## src/rtl/wb_regfile.sv

```systemverilog
// Write-back stage + 32x32 register file with write-through bypass and a retired-write counter.
// Stage captures on falling edge, commits on the next rising edge; no backpressure, one entry per cycle.
module wb_regfile (
  input  logic        CLOCK,
  input  logic        RESET,
  input  logic        RW,
  input  logic [4:0]  DA,
  input  logic [1:0]  MD,
  input  logic [31:0] F,
  input  logic [31:0] Data_Out,
  input  logic        VxorN,
  input  logic [4:0]  AA,
  input  logic [4:0]  BA,
  output logic [31:0] A_DATA,
  output logic [31:0] B_DATA,
  output logic [31:0] WB_DATA,
  output logic        WB_RW,
  output logic [4:0]  WB_DA,
  output logic [31:0] RETIRED
);

  logic        st_rw;
  logic [4:0]  st_da;
  logic [1:0]  st_md;
  logic [31:0] st_f;
  logic [31:0] st_dout;
  logic        st_vxn;

  logic [31:0] wb_data;
  logic        wb_rw;
  logic [31:0] regs [32];
  logic [31:0] retired_cnt;
  logic [31:0] a_data;
  logic [31:0] b_data;

  // Falling-edge capture matches the execute stage's launch edge.
  always_ff @(negedge CLOCK) begin
    if (RESET) begin
      st_rw   <= 1'b0;
      st_da   <= 5'd0;
      st_md   <= 2'd0;
      st_f    <= 32'd0;
      st_dout <= 32'd0;
      st_vxn  <= 1'b0;
    end else begin
      st_rw   <= RW;
      st_da   <= DA;
      st_md   <= MD;
      st_f    <= F;
      st_dout <= Data_Out;
      st_vxn  <= VxorN;
    end
  end

  always_comb begin
    case (st_md)
      2'b01:   wb_data = st_dout;
      2'b10:   wb_data = {31'd0, st_vxn};
      default: wb_data = st_f;
    endcase
  end

  assign wb_rw = st_rw & (st_da != 5'd0);

  always_ff @(posedge CLOCK) begin
    if (RESET) begin
      for (int i = 0; i < 32; i++) regs[i] <= 32'd0;
      retired_cnt <= 32'd0;
    end else if (wb_rw) begin
      regs[st_da] <= wb_data;
      retired_cnt <= retired_cnt + 32'd1;
    end
  end

  // Bypass keeps the staged value visible until the array holds it.
  always_comb begin
    a_data = 32'd0;
    if (AA != 5'd0) begin
      if (wb_rw && (AA == st_da)) a_data = wb_data;
      else                        a_data = regs[AA];
    end
  end

  always_comb begin
    b_data = 32'd0;
    if (BA != 5'd0) begin
      if (wb_rw && (BA == st_da)) b_data = wb_data;
      else                        b_data = regs[BA];
    end
  end

  assign A_DATA  = a_data;
  assign B_DATA  = b_data;
  assign WB_DATA = wb_data;
  assign WB_RW   = wb_rw;
  assign WB_DA   = st_da;
  assign RETIRED = retired_cnt;

endmodule

```

## config.mk

```make
export PLATFORM = sky130hd
export DESIGN_NAME = wb_regfile
export DESIGN_NICKNAME = d
export VERILOG_FILES = /design/src/rtl/wb_regfile.sv
export SDC_FILE = /design/constraint.sdc
export NUM_CORES = 2
export LEC_CHECK = 0
export CORE_UTILIZATION = 45
export DETAILED_ROUTE_END_ITERATION = 7
export SYNTH_ARGS = -nofsm -noshare
export SYNTH_HDL_FRONTEND = slang
export SYNTH_SLANG_ARGS = --single-unit
```

## constraint.sdc

```tcl
create_clock -name CLOCK -period 2.6 [get_ports CLOCK]
set_input_delay 0.26 -clock CLOCK [delete_from_list [all_inputs] [get_ports CLOCK]]
set_output_delay 0.26 -clock CLOCK [all_outputs]
set_load 0.1 [all_outputs]
```

==> impl_results.md <==
- RSZ-0062 raised after global routing: true
- Num CTS Buffers: 119
- TritonCTS clock tree: built
- Tot GR Track Use: 34.6%
- Setup crit start: WB_DA[4]
- Via density: 6.45
- Crit path kind: reg -> out
- Final setup violation count: 2,118
- IO Port Bufs: 218
- Antenna viol nets, final: 0
- Syn_area_per_cell: 13.5 µm²
- Syn Inst Count: 4,242
- Reg clk slew, reported paths: 0.06 ns
- Placed cell areas: 0.0700 mm²
- Vias: 44,100
- Cells after DPL: 6,424
- Starting DRT DRC Count: 6,243
- Startpoint types: flop
- Number of global-route vias before repair: 42,900
- Library cells used by synthesis: 65
- NumNets Final: 5,167
- Cell taking the most area after synthesis: edfxtp_1
- Worst-margin pin slew: 1.17 ns
- Syn Std Cell Area: 0.0573 mm²
- Drt pass-1 iters: 8
- Post-layout worst setup margin: -1.96 ns
- I/O Pins: 219
- Routed WL: 223,000 µm
- Top cells by area, synth: edfxtp_1 (54%), mux4_2 (17%), nor2_1 (6.9%)
- Leak Pwr: 28.7 nW
- Max FO, Critical Path: 12
- DP Worst Slack: -1.50 ns
- Sequential share of the synthesized area: 57.4%
- Critical hold path startpoint: RESET
- Max-slew violations: 0
- Post-synth EDFFs: 1,024
- Die W: 359 µm
- Top-area cell type share of the netlist area: 53.7%
- Asr flop ratio synth: 0%
- First-pass GRT wire length: 313,000 µm
- Hold Fails Final Rpt: 0
- Clock tree sinks: 1,129
- Final non-filler cell total: 6,835
- CP arrival: 4.30 ns
- Proportion of layout cells with a drive suffix above 1: 36.9%
- Initial antenna violation count: 3
- Hold WC Path Type: in -> reg
- #FFs+latches synth: 1,129
- Final core utilization: 60.8%
- Max-Cap Viols: 0
- Clock Latency Late Sink: 0.75 ns
- Clock buffer depth: 3
- Die ar.: 0.129 mm²
- Power Dens Cells: 620 mW/mm²
- Post-detail-place hpwl: 152,000 µm
- H-tree depth: 3
- Residual DRC: 0
- Site row count: 130
- Synth Warn #: 0
- CTS root buffer: clkbuf_16
- Largest net degree at the start of global routing: 46
- Critical R2R Launch: WB_DA[1]
- Status: finished, violations left
- Core Box Area: 0.126 mm²
- DR WL/cell: 32.6 µm
- Critical path capture point type: primary output
- VDD IR-drop max: 588 µV
- Required @ worst endpoint: 2.34 ns
- Starting Density: 45.5%
- Failing checks: setup timing
- Congestion Overflow GR: 0
- Ys flop type: edfxtp_1
- Clock Skew: 0.0303 ns
- Layout area overhead: 33.7%
- Non-Filler Cell Area, Final: 0.0765 mm²
- Placer Congestion: 0.944
- Headroom to the max-slew limit: 21.8%
- Die outline height: 359 µm
## logic make-up (layout without fill, tap and decap cells)
| family | count (synthesis) | count (layout) | share of synthesized area [%] |
|---|---|---|---|
| xor gates and xnor gates | 32 | 32 | 0.489 |
| adders and majority gates | 3 | 3 | 0.0656 |
| AOI/OAI and AO/OA | 451 | 451 | 5.57 |
| buffers and inverters | 487 | 1398 | 4.17 |
| and+or+nand+nor | 1445 | 1445 | 10.6 |
| other | 1 | 33 | 0.00655 |
| muxes | 694 | 694 | 21.7 |
| DFF | 1129 | 1129 | 57.4 |
## layout make-up
| class | instances | area (µm²) |
|---|---|---|
| Fill cell | 9665 | 49400 |
| Sequential cell | 1129 | 32900 |
| Multi-Input combinational cell | 2657 | 24200 |
| Timing Repair Buffer | 1052 | 12900 |
| Clock buffer | 146 | 3280 |
| Tap cell | 1650 | 2060 |
| Clock inverter | 153 | 1050 |
| Inverter | 47 | 248 |
| Antenna cell | 1 | 2.50 |
## cell usage after synthesis (46+ instances only)
| library cell | count |
|---|---|
| nor2_1 | 1055 |
| mux4_2 | 440 |
| edfxtp_1 | 1024 |
| a22oi_1 | 49 |
| nand2b_1 | 46 |
| dfxtp_1 | 105 |
| o21ai_0 | 60 |
| mux2i_1 | 253 |
| a221oi_1 | 83 |
| a211oi_1 | 55 |
| a21oi_1 | 70 |
| clkbuf_1 | 288 |
| nand2_1 | 127 |
| nor2b_1 | 96 |
| buf_2 | 67 |
## metrics by stage
stage                     power, mW  hold slack, ns  setup TNS [ns]
after floorplan                25.4           0.578        -1652.31
after global placement         29.1           0.485        -1643.00
after detailed placement       29.1           0.516        -1657.29
after CTS                      47.2           0.508        -1752.40
after global routing           48.5           0.516        -1941.08
final                          47.4           0.521        -1845.09
## critical path, stage by stage, from the launching register on
cell	delay, ns
dfxtp_4	0.33
or3_4	0.39
o21a_4	0.22
buf_6	0.12
and4_2	0.20
buf_12	0.17
buf_4	0.15
a211oi_4	0.44
buf_12	0.24
## report_power, final
part           internal (mW)  leakage (nW)  switching (mW)
Clock                   10.3          2.41            7.92
Sequential              20.3          11.8           0.281
Combinational           3.61          14.5            5.03
## final timing paths
check	end	cells after the start	slack [ns]
max	A_DATA[0]	8	-1.96
min	regs[0][12]	2	0.52
max reg2reg	regs[12][28]	6	-1.43
min reg2reg	RETIRED[17]	2	0.53
## what timing repair did
action                                  4_1_cts  5_1_grt
pin swaps                                    51       42
endpoints found under the hold margin         1        0
endpoints found under the setup margin     2118     2118
setup buffers                                74       54
resized for setup                           212       74
hold buffers                                  1        0
gates cloned                                  4        1
## state kept, by name, indices dropped and copies added (netlist names)
name	cells
WB_DA	5
st_md	2
st_rw	1
st_f	32
RETIRED	32
regs	1024
st_dout	32
st_vxn	1
## routing by layer
| layer | part of all wire (%) | up-vias | global-route usage [%] |
|---|---|---|---|
| li1 | - | 17700 | - |
| met1 | 37 | 22500 | 47.2 |
| met2 | 46 | 3284 | 53.5 |
| met3 | 12 | 567 | 7.40 |
| met4 | 5.3 | 2 | 15.5 |
| met5 | 0.0040 | - | 0 |
## cells in the final DEF, fill, tap and decap left out, types with 14 or more instances in the layout
cell	n
a211oi_4	37
o22ai_4	23
clkinvlp_4	15
a211oi_1	16
dfxtp_1	98
clkinv_2	28
a22oi_2	29
buf_4	540
and3_1	21
nand2_1	94
edfxtp_1	1024
nand2_2	30
mux4_2	440
nor2_1	1047
a221o_1	15
inv_1	83
buf_6	77
clkbuf_1	15
o21ai_0	50
nor2b_1	91
inv_4	16
a21oi_1	58
buf_12	340
clkinv_1	22
a22oi_1	20
clkdlybuf4s50_1	74
a221oi_1	83
xnor2_1	19
nand2b_4	21
conb_1	32
nand3_1	15
clkbuf_16	127
nand2b_1	14
mux2i_1	253
nor3_1	27
No activity file was read; power rests on OpenSTA's default activity.
